==> src/rtl/seq_pkg.sv <==
// Shared types and constants for the serial pattern generator and its detector bench.
package seq_pkg;

    typedef enum logic [1:0] {
        IDLE  = 2'd0,
        SHIFT = 2'd1,
        DONE  = 2'd2
    } state_t;

    localparam int DEFAULT_W = 4;
    localparam int DEFAULT_R = 4;

    localparam logic [3:0] DETECT_PATTERN = 4'b0110;

endpackage

==> src/rtl/seq_shift_reg.sv <==
// Loadable W-bit left-shift register; a load MSB-aligns bit len-1 so the serial bit is always the MSB.
module seq_shift_reg #(
    parameter int W = 4
) (
    input  logic                 clk,
    input  logic                 rst,
    input  logic                 i_load,
    input  logic                 i_shift,
    input  logic                 i_clear,
    input  logic [W-1:0]         i_data,
    input  logic [$clog2(W):0]   i_len,
    output logic                 o_msb
);

    localparam int LW = $clog2(W) + 1;

    logic [W-1:0]  r_data;
    logic [LW-1:0] w_align;

    assign w_align = LW'(W) - i_len;

    always_ff @(posedge clk or posedge rst) begin
        if (rst) begin
            r_data <= '0;
        end else if (i_clear) begin
            r_data <= '0;
        end else if (i_load) begin
            r_data <= i_data << w_align;
        end else if (i_shift) begin
            r_data <= r_data << 1;
        end
    end

    assign o_msb = r_data[W-1];

endmodule

==> src/rtl/seq_generator.sv <==
// Serialises a captured pattern MSB-first, reps times back to back, then pulses done.
// Optional macro SEQ_GENERATOR_LOOP_EN adds a loop input that restarts the repetitions.
module seq_generator
    import seq_pkg::*;
#(
    parameter int W = DEFAULT_W,
    parameter int R = DEFAULT_R
) (
    input  logic               clk,
    input  logic               rst,
    input  logic               start,
    input  logic               abort,
`ifdef SEQ_GENERATOR_LOOP_EN
    input  logic               loop,
`endif
    input  logic [W-1:0]       pattern,
    input  logic [$clog2(W):0] len,
    input  logic [R-1:0]       reps,
    output logic               x,
    output logic               valid,
    output logic               busy,
    output logic               done
);

    localparam int LW = $clog2(W) + 1;
    localparam logic [LW-1:0] W_LEN = LW'(W);

    state_t        r_state;
    state_t        w_nextState;
    logic [W-1:0]  r_pattern;
    logic [LW-1:0] r_len;
    logic [R-1:0]  r_repsM1;
    logic [LW-1:0] r_bitCnt;
    logic [R-1:0]  r_repCnt;
    logic          r_valid;
    logic          r_busy;
    logic          r_done;

    logic [LW-1:0] w_lenClamp;
    logic [R-1:0]  w_repsM1;
    logic          w_capture;
    logic          w_loop;
    logic          w_load;
    logic          w_shift;
    logic          w_clear;
    logic [W-1:0]  w_loadData;
    logic [LW-1:0] w_loadLen;
    logic [LW-1:0] w_bitCntNext;
    logic [R-1:0]  w_repCntNext;
    logic          w_msb;

`ifdef SEQ_GENERATOR_LOOP_EN
    assign w_loop = loop;
`else
    assign w_loop = 1'b0;
`endif

    // A zero repeat count still sends the pattern once, so store reps-1 saturated at zero
    assign w_lenClamp = (len > W_LEN) ? W_LEN : len;
    assign w_repsM1   = (reps == '0) ? '0 : reps - R'(1);
    assign w_capture  = (r_state == IDLE) && start && !abort;

    always_comb begin
        w_nextState  = r_state;
        w_load       = 1'b0;
        w_shift      = 1'b0;
        w_clear      = 1'b0;
        w_loadData   = r_pattern;
        w_loadLen    = r_len;
        w_bitCntNext = r_bitCnt;
        w_repCntNext = r_repCnt;
        case (r_state)
            IDLE: begin
                if (w_capture) begin
                    if (w_lenClamp == '0) begin
                        w_nextState = DONE;
                    end else begin
                        w_nextState  = SHIFT;
                        w_load       = 1'b1;
                        w_loadData   = pattern;
                        w_loadLen    = w_lenClamp;
                        w_bitCntNext = w_lenClamp - LW'(1);
                        w_repCntNext = w_repsM1;
                    end
                end
            end
            SHIFT: begin
                if (abort) begin
                    w_nextState = IDLE;
                    w_clear     = 1'b1;
                end else if (r_bitCnt == '0) begin
                    // Reloading on the last bit keeps valid high across repetitions
                    if (r_repCnt != '0) begin
                        w_load       = 1'b1;
                        w_bitCntNext = r_len - LW'(1);
                        w_repCntNext = r_repCnt - R'(1);
                    end else if (w_loop) begin
                        w_load       = 1'b1;
                        w_bitCntNext = r_len - LW'(1);
                        w_repCntNext = r_repsM1;
                    end else begin
                        w_nextState = DONE;
                        w_clear     = 1'b1;
                    end
                end else begin
                    w_shift      = 1'b1;
                    w_bitCntNext = r_bitCnt - LW'(1);
                end
            end
            DONE: begin
                w_nextState = IDLE;
            end
            default: begin
                w_nextState = IDLE;
                w_clear     = 1'b1;
            end
        endcase
    end

    // Status outputs are registered from the next state so they line up with the shift register
    always_ff @(posedge clk or posedge rst) begin
        if (rst) begin
            r_state   <= IDLE;
            r_pattern <= '0;
            r_len     <= '0;
            r_repsM1  <= '0;
            r_bitCnt  <= '0;
            r_repCnt  <= '0;
            r_valid   <= 1'b0;
            r_busy    <= 1'b0;
            r_done    <= 1'b0;
        end else begin
            r_state  <= w_nextState;
            r_bitCnt <= w_bitCntNext;
            r_repCnt <= w_repCntNext;
            r_valid  <= (w_nextState == SHIFT);
            r_busy   <= (w_nextState != IDLE);
            r_done   <= (w_nextState == DONE);
            if (w_capture) begin
                r_pattern <= pattern;
                r_len     <= w_lenClamp;
                r_repsM1  <= w_repsM1;
            end
        end
    end

    seq_shift_reg #(
        .W(W)
    ) u_shiftReg (
        .clk     (clk),
        .rst     (rst),
        .i_load  (w_load),
        .i_shift (w_shift),
        .i_clear (w_clear),
        .i_data  (w_loadData),
        .i_len   (w_loadLen),
        .o_msb   (w_msb)
    );

    assign x     = w_msb;
    assign valid = r_valid;
    assign busy  = r_busy;
    assign done  = r_done;

endmodule

==> config.mk <==
export PLATFORM = sky130hd
export DESIGN_NAME = seq_generator
export DESIGN_NICKNAME = d
export VERILOG_FILES = /design/src/rtl/seq_pkg.sv /design/src/rtl/seq_shift_reg.sv /design/src/rtl/seq_generator.sv
export SDC_FILE = /design/constraint.sdc
export NUM_CORES = 1
export LEC_CHECK = 0
export BUFFER_PORTS_ARGS = -buffer_cell sky130_fd_sc_hd__buf_2
export CAP_MARGIN = 5
export CORE_MARGIN = 2
export CORE_UTILIZATION = 30
export CTS_CLUSTER_SIZE = 40
export DETAILED_ROUTE_END_ITERATION = 8
export PLACE_DENSITY = 0.56
export REMOVE_ABC_BUFFERS = 1
export SLEW_MARGIN = 25
export SYNTH_ARGS = -nofsm -noshare
export SYNTH_HDL_FRONTEND = slang
export SYNTH_HIERARCHICAL = 1
export SYNTH_SLANG_ARGS = --single-unit
==> constraint.sdc <==
create_clock -name clk -period 2.9 [get_ports clk]
set_input_delay 0 -clock clk [delete_from_list [all_inputs] [get_ports clk]]
set_output_delay 0 -clock clk [all_outputs]
set_load 0.02 [all_outputs]
==> results of run 1 <==
## final cells by class
cell class	instances	area [sq um]	area share (%)
Sequential cell	23	576	33.9
Timing Repair Buffer	27	173	10.2
Clock buffer	3	41.3	2.43
Clock inverter	1	5.00	0.295
Multi-Input combinational cell	124	801	47.2
Inverter	9	33.8	1.99
Tap cell	54	67.6	3.98
## power groups by stage
stage          Combinational (mW)  Clock (mW)  Sequential, mW
3_5_place_dp                0.355           0           0.464
3_3_place_gp                0.350           0           0.461
4_1_cts                     0.364       0.209           0.457
5_1_grt                     0.407       0.221           0.470
2_1_floorplan               0.258           0           0.455
6_report                    0.360       0.200           0.458
## logic make-up (layout without fill, tap and decap cells)
kind of cell,count (synthesis),in the layout
flops,23,23
fa+ha+maj,3,3
xor+xnor,1,1
mux,11,11
simple gates,70,70
compound gates,39,39
buf+inv,13,40
## per-layer routing
metal  vias up  global-route usage [%]
met5         -                       0
met4         0                    4.94
met3         4                    1.80
met2        18                    21.1
met1       571                    18.8
li1        639                       -
## how the worst min path moves through the flow
stage,start,end,slack (ps),cells past startpoint
6_report,len[1],r_len[1],30,3
3_3_place_gp,rst,u_shiftReg/r_data[3],-100,2
5_1_grt,len[1],r_len[1],40,3
4_1_cts,len[2],r_len[2],30,3
2_1_floorplan,rst,u_shiftReg/r_data[0],-230,1
3_5_place_dp,rst,u_shiftReg/r_data[3],-100,2
## flip-flops by register name (all words and copies together), names as in the netlist
name,flops
r_state,2
r_bitCnt,3
done,1
busy,1
r_len,3
valid,1
r_pattern,4
r_repCnt,4
u_shiftReg/r_data,4
## timing repair
item / in CTS / in global routing
hold buffers: 6 / 0
hold endpoints to repair: 28 / 0
setup endpoints to repair: 0 / 0
## cells in the mapped netlist, types with 3 or more instances
| cell type | count |
|---|---|
| nor2b_1 | 3 |
| nand2_1 | 29 |
| ha_1 | 3 |
| a21oi_1 | 7 |
| nand3_1 | 4 |
| nor2_1 | 8 |
| dfrtp_1 | 23 |
| nor3b_1 | 3 |
| a31oi_1 | 4 |
| nor3_1 | 6 |
| o21ai_0 | 9 |
| mux2_2 | 6 |
| mux2i_1 | 5 |
| o32ai_1 | 4 |
| inv_1 | 9 |
## cells in the final DEF (no fill, tap or decap), types with 2 or more instances in the layout
cell type,instances
o31ai_1,2
inv_1,9
dfrtp_1,23
a211oi_1,2
clkbuf_8,3
mux2i_1,5
nor2_1,8
o21ai_0,9
a31oi_1,4
nand2b_1,2
nor3_1,6
buf_2,18
a21oi_1,7
nand2_1,29
nor3b_1,3
o32ai_1,4
nand3b_1,2
o311ai_0,2
nor2b_1,3
dlygate4sd3_1,6
buf_4,3
mux2_2,6
nand3_1,4
ha_1,3
## worst max-delay path, cell delays in order, from the launching register on
cell	delay (ps)
dfrtp_1	440
nor2_1	150
nand3b_1	250
nand2_1	160
o21ai_0	90
buf_4	160
inv_1	70
ha_1	300
mux2i_1	170
and2_0	170
o32ai_1	260
## per-stage QoR
step	utilization [%]	total power [mW]	hold WS, ps
after global placement	34.1	0.812	-104
after CTS	36.4	1.03	27.7
after global routing	36.4	1.10	42.9
after detailed placement	34.1	0.819	-102
final	36.4	1.02	27.1
after floorplan	-	0.712	-234
==> metrics.md, run 1 <==
| Metric | Value |
|---|---|
| Synth Area in XOR/XNOR | `0.610%` |
| Worst r2r src | `r_state[1]` |
| Yosys warns | `6` |
| Status | `finished clean` |
| Die area | `0.00535 sq mm` |
| Seq cells post-synth | `23` |
| Clock Path Buffers | `2` |
| Die Ht | `73.2 um` |
| Clock network power share | `19.7%` |
| Post-DP HPWL | `2460 um` |
| Length of routed met2 wiring | `1550 um` |
| Path depth of the worst reg2reg path | `10` |
| Yosys top cell area share | `40.1%` |
| Setup TNS | `0 ps` |
| Critical path startpoint category | `flip-flop` |
| Placer congestion estimate | `0.784` |
| Total track usage | `13.4%` |
| Final setup fails | `0` |
| Crit path launch | `r_state[1]` |
| Htree depth | `1` |
| Final wirelength | `3270 um` |
| Placed insts | `231` |
| Fin crit share | `80.2%` |
| Crit Path Category | `reg2reg` |
| Post-synth cell types | `47` |
| Initial Util | `30.8%` |
| Final slew viol count | `0` |
| Ys async rst share | `100%` |
| Combinational share of power | `35.4%` |
| Worst skew pair latency | `270 ps` |
| Met1 WL | `1600 um` |
| Vias in the first global route | `1191` |
| Critical path arrival | `2500 ps` |
| P_int | `0.657 mW` |
| Clk_skew | `11.0 ps` |
| Share of layout cells above drive strength 1 | `21.9%` |
| First-pass GRT wire length | `5640 um` |
| Combinational family with the most area after synthesis | `simple AND/OR/NAND/NOR gates` |
| Detail Route Antenna Nets | `0` |
| Max Used Layer | `met4` |
| Clock transition at the registers of the reported paths | `90 ps` |
| Die W | `73.2 um` |
| Wire length per cell | `13.6 um` |
| Global route total overflow | `0` |
| Setup Buffers After CTS | `0` |
| Most common flop cell mapped by yosys | `dfrtp_1` |
| Pwr Density | `600 mW/mm^2` |
| Switching portion of total power | `35.4%` |
| Area growth from synthesis to layout | `18.2%` |
| NumNets Final | `206` |
| CTS Sinks | `23` |
| # DRC | `0` |
| # diodes | `0` |
| Syn Area/Cell | `8.97 sq um` |
| Detail Route met3 WL | `69 um` |
| Final instance area | `0.00170 sq mm` |
| Adder-cell area share of the yosys netlist | `2.62%` |
| Setup ws final | `573 ps` |
| Iteration-0 DRC Markers | `56` |
| Reg-to-reg slack, setup | `570 ps` |
| Post-Syn Instances | `160` |
| Worst-Margin Slew | `744 ps` |
| Setup WS pre-CTS | `573 ps` |
| IO Port Bufs | `18` |
| Sw power | `0.360 mW` |
| Slew HR | `50.4%` |
| Row Count | `25` |
| Largest area contributor in the netlist | `dfrtp_1` |
| Setup crit end | `u_shiftReg/r_data[3]` |
| FF-to-FF End | `u_shiftReg/r_data[3]` |
| Vias | `1232` |
| Mux cell area share after synthesis | `8.20%` |
| Core region area | `0.00466 sq mm` |
| Synth area leaders | `dfrtp_1, nand2_1, mux2_2, mux2i_1, o21ai_0` |
| Max Cap Violations | `0` |
| Vias/cell | `5.11` |
| Compound-cell area share of the yosys netlist | `18.7%` |
| Critical Path RT | `3070 ps` |
| Worst-path fanout max | `8` |
| Fmax achieved | `430 MHz` |
| LEAKAGE | `0.759 nW` |
| I/O pin count | `19` |
| Sequential Power Share | `45.0%` |
| RSZ-0062 raised after global routing | `false` |
| Synthesized cell area | `0.00144 sq mm` |
| Drt first pass iters | `4` |
| TritonCTS Buffers | `3` |
| Post_cts resized | `0` |
| Crit end category | `flip-flop` |
| EDFF count, synth | `0` |
| # fillers | `491` |
| CTS tree | `built` |
| Placed Area | `0.00159 sq mm` |
| Post-Synth Simple-Gate Area | `25.7%` |
| VDD IR-drop max | `146 uV` |
| Worst hold path type | `in2reg` |
| CTS root buf | `clkbuf_8` |
| Final Hold Fails | `0` |
| Initial antenna violation count | `0` |
| Final Non-Filler Cells | `241` |
| Post-synthesis sequential area ratio | `40.1%` |
| Period minus WS final | `2330 ps` |
| Largest net degree at the start of global routing | `20` |
(Power assumes the default switching activity.)
==> run 2: changes to the inputs <==
Clock period 2.9 ns to 1.9 ns, I/O delays scaled along.
==> run 2 against run 1 <==
Against the previous run: the run now ends with setup timing left; non-clock buffer count increased by 39; sequential share of layout area decreased by 7.4 points; clock skew fell by 5.0 ps; fmax up 7.3%; combinational power rose to 2.5 times the previous value; core utilization grew 10 points; routed wire length up 8.7%; worst hold slack worse by 4.7 ps; first-iteration DRC count did not move; critical path type unchanged; setup slack got worse by 840 ps; sequential cell count unchanged.
==> metrics.md, run 2 (synthesis gave the netlist of run 1 again) <==
| Metric | Value |
|---|---|
| Worst skew pair latency | `270 ps (about the same)` |
| Final instance area | `0.00217 sq mm (was 0.00170 sq mm)` |
| Hold slack | `22.4 ps (was 27.1 ps)` |
| Setup WS pre-CTS | `-278 ps (was 573 ps)` |
| Vias/cell | `5.13 (was 5.11)` |
| Top Registers | `r_pattern: 4 flops, r_repCnt: 4 flops, u_shiftReg/r_data: 4 flops (unchanged)` |
| Clock Path Buffers | `2 (unchanged)` |
| Fin crit share | `114% (was 80.2%)` |
| Core region area | `0.00466 sq mm (unchanged)` |
| Sequential Power Share | `36.8% (was 45.0%)` |
| # DRC | `0 (unchanged)` |
| LEAKAGE | `1.01 nW (was 0.759 nW)` |
| Row Count | `25 (unchanged)` |
| Worst r2r src | `r_state[0] (was r_state[1])` |
| Drt first pass iters | `4 (unchanged)` |
| Area growth from synthesis to layout | `51.2% (was 18.2%)` |
| Failing checks | `setup timing` |
| CTS tree | `built (unchanged)` |
| Worst hold path type | `in2reg (unchanged)` |
| Max Cap Violations | `0 (unchanged)` |
| First-pass GRT wire length | `5950 um (was 5640 um)` |
| Vias in the first global route | `1295 (was 1191)` |
| Final wirelength | `3560 um (was 3270 um)` |
| Final setup fails | `9 (was 0)` |
| Status | `complete, but fails checks (was finished clean)` |
| # diodes | `0 (unchanged)` |
| Placer congestion estimate | `0.786 (was 0.784)` |
| IO Port Bufs | `18 (unchanged)` |
| Final Non-Filler Cells | `280 (was 241)` |
| Path depth of the worst reg2reg path | `8 (was 10)` |
| Global route total overflow | `0 (unchanged)` |
| Htree depth | `1 (unchanged)` |
| Die area | `0.00535 sq mm (unchanged)` |
| PnR Total Power | `1.91 mW (was 1.02 mW)` |
| Pwr Density | `881 mW/mm^2 (was 600 mW/mm^2)` |
| Final slew viol count | `0 (unchanged)` |
| FF-to-FF End | `u_shiftReg/r_data[2] (was u_shiftReg/r_data[3])` |
| Placed Area | `0.00179 sq mm (was 0.00159 sq mm)` |
| NumNets Final | `245 (was 206)` |
| Initial antenna violation count | `0 (unchanged)` |
| Clock network power share | `16.0% (was 19.7%)` |
| # fillers | `415 (was 491)` |
| Cell count along the critical path | `8 (was 10)` |
| Period minus WS final | `2170 ps (was 2330 ps)` |
| Iteration-0 DRC Markers | `56 (unchanged)` |
| Fmax achieved | `461 MHz (was 430 MHz)` |
| RSZ-0062 raised after global routing | `true (was false)` |
| Combinational share of power | `47.2% (was 35.4%)` |
| Die W | `73.2 um (unchanged)` |
| Final Hold Fails | `0 (unchanged)` |
| Sw power | `0.658 mW (was 0.360 mW)` |
| Wire length per cell | `12.7 um (was 13.6 um)` |
| Setup crit end | `u_shiftReg/r_data[2] (was u_shiftReg/r_data[3])` |
| CP top delay family | `simple AND/OR/NAND/NOR gates (unchanged)` |
| CTS Sinks | `23 (unchanged)` |
| Setup ws final | `-269 ps (was 573 ps)` |
| Critical path arrival | `2320 ps (was 2500 ps)` |
| Crit end category | `flip-flop (unchanged)` |
| Most frequent cells in the layout | `buf_4, nand2_1, dfrtp_1 (was nand2_1, dfrtp_1, buf_2)` |
| Layout Utilization | `46.6% (was 36.4%)` |
| Critical Path RT | `2050 ps (was 3070 ps)` |
| VDD IR-drop max | `305 uV (was 146 uV)` |
| Worst-Margin Slew | `765 ps (was 744 ps)` |
| Critical path startpoint category | `flip-flop (unchanged)` |
| Slew HR | `48.9% (was 50.4%)` |
| Die Ht | `73.2 um (unchanged)` |
| Crit path launch | `r_state[0] (was r_state[1])` |
| Post-DP HPWL | `2520 um (was 2460 um)` |
| Clk_skew | `5.96 ps (was 11.0 ps)` |
| Switching portion of total power | `34.4% (was 35.4%)` |
| Detail Route Antenna Nets | `0 (unchanged)` |
| CTS root buf | `clkbuf_8 (unchanged)` |
| Clock transition at the registers of the reported paths | `90 ps (about the same)` |
| Vias | `1437 (was 1232)` |
| Largest stage delay on the critical path | `510 ps (was 440 ps)` |
| Most common cell after layout, fill and taps aside | `buf_4 (was nand2_1)` |
| Initial Util | `30.8% (unchanged)` |
| Crit Path Category | `reg2reg (unchanged)` |
| Total track usage | `14.2% (was 13.4%)` |
| Placed insts | `257 (was 231)` |
| I/O pin count | `19 (unchanged)` |
| Reg-to-reg slack, setup | `-270 ps (was 570 ps)` |
| Worst-path cell chain | `buf_6 -> nor2_2 -> or4_4 -> nor2_4 -> mux2_4 -> mux2i_2 -> o22a_2 -> o22ai_1 (was nor2_1 -> nand3b_1 -> nand2_1 -> o21ai_0 -> buf_4 -> inv_1 -> ha_1 -> mux2i_1 -> and2_0 -> o32ai_1)` |
| P_int | `1.25 mW (was 0.657 mW)` |
| Crit-path slowest cell | `or4_4 (was dfrtp_1)` |
| Worst-path fanout max | `4 (was 8)` |
| CP bufs+invs | `1 (was 2)` |
| Largest net degree at the start of global routing | `20 (unchanged)` |
| Setup TNS | `-1420 ps (was 0 ps)` |
| Share of layout cells above drive strength 1 | `46.9% (was 21.9%)` |
| TritonCTS Buffers | `3 (unchanged)` |
## run 2: cell types whose count changed in the layout (fill, tap and decap cells not counted), moves of 3 or more
cell,change
nand2_2,+4
o21ai_0,-6
mux2_2,-3
o21ai_2,+5
mux2_4,+3
buf_4,+33
nand2_1,-4
buf_6,+6
## run 2: final cells by class
class / count / area (sq um) / share of cell area [%]
repair buffers: 66 / 488 / 22.5
multi-input cells: 124 / 958 / 44.2
clock buffers: 3 / 41.3 / 1.90
inverters: 9 / 33.8 / 1.56
flip-flops and latches: 23 / 576 / 26.5
clock inverters: 1 / 5.00 / 0.231
well taps: 54 / 67.6 / 3.11
## run 2: worst min-delay path, delay by kind of cell
kind,cells,cell delay [ps]
buffers and inverters,1,140
and+or+nand+nor,2,120
## run 2: worst min-delay path by stage
stage,startpoint,end,cells past startpoint
3_5_place_dp,rst,u_shiftReg/r_data[2],2
4_1_cts,abort,done,2
2_1_floorplan,rst,u_shiftReg/r_data[0],1
6_report,len[0],r_len[0],3
3_3_place_gp,rst,u_shiftReg/r_data[3],2
5_1_grt,len[1],r_len[1],3
## run 2: layer usage
layer / vias to the layer above / share of wire [%] / global-route usage, %
li1: 716 / - / -
met1: 687 / 51 / 21.9
met2: 28 / 45 / 19.7
met3: 6 / 2.4 / 1.66
met4: 0 / 2.1 / 5.97
met5: - / 0 / 0
## run 2: timing repair
item,4_1_cts,5_1_grt
pin swaps,9,16
gates resized for setup,14,35
hold buffers,6,0
hold endpoints to repair,28,0
endpoints found under the setup margin,7,12
buffers inserted,5,9
## run 2: power by group through the flow
stage,clock (mW),sequential (mW),combinational [mW]
final,0.307,0.703,0.902
after global routing,0.341,0.719,0.991
after CTS,0.324,0.688,0.751
after detailed placement,0,0.697,0.686
after global placement,0,0.697,0.687
after floorplan,0,0.694,0.394
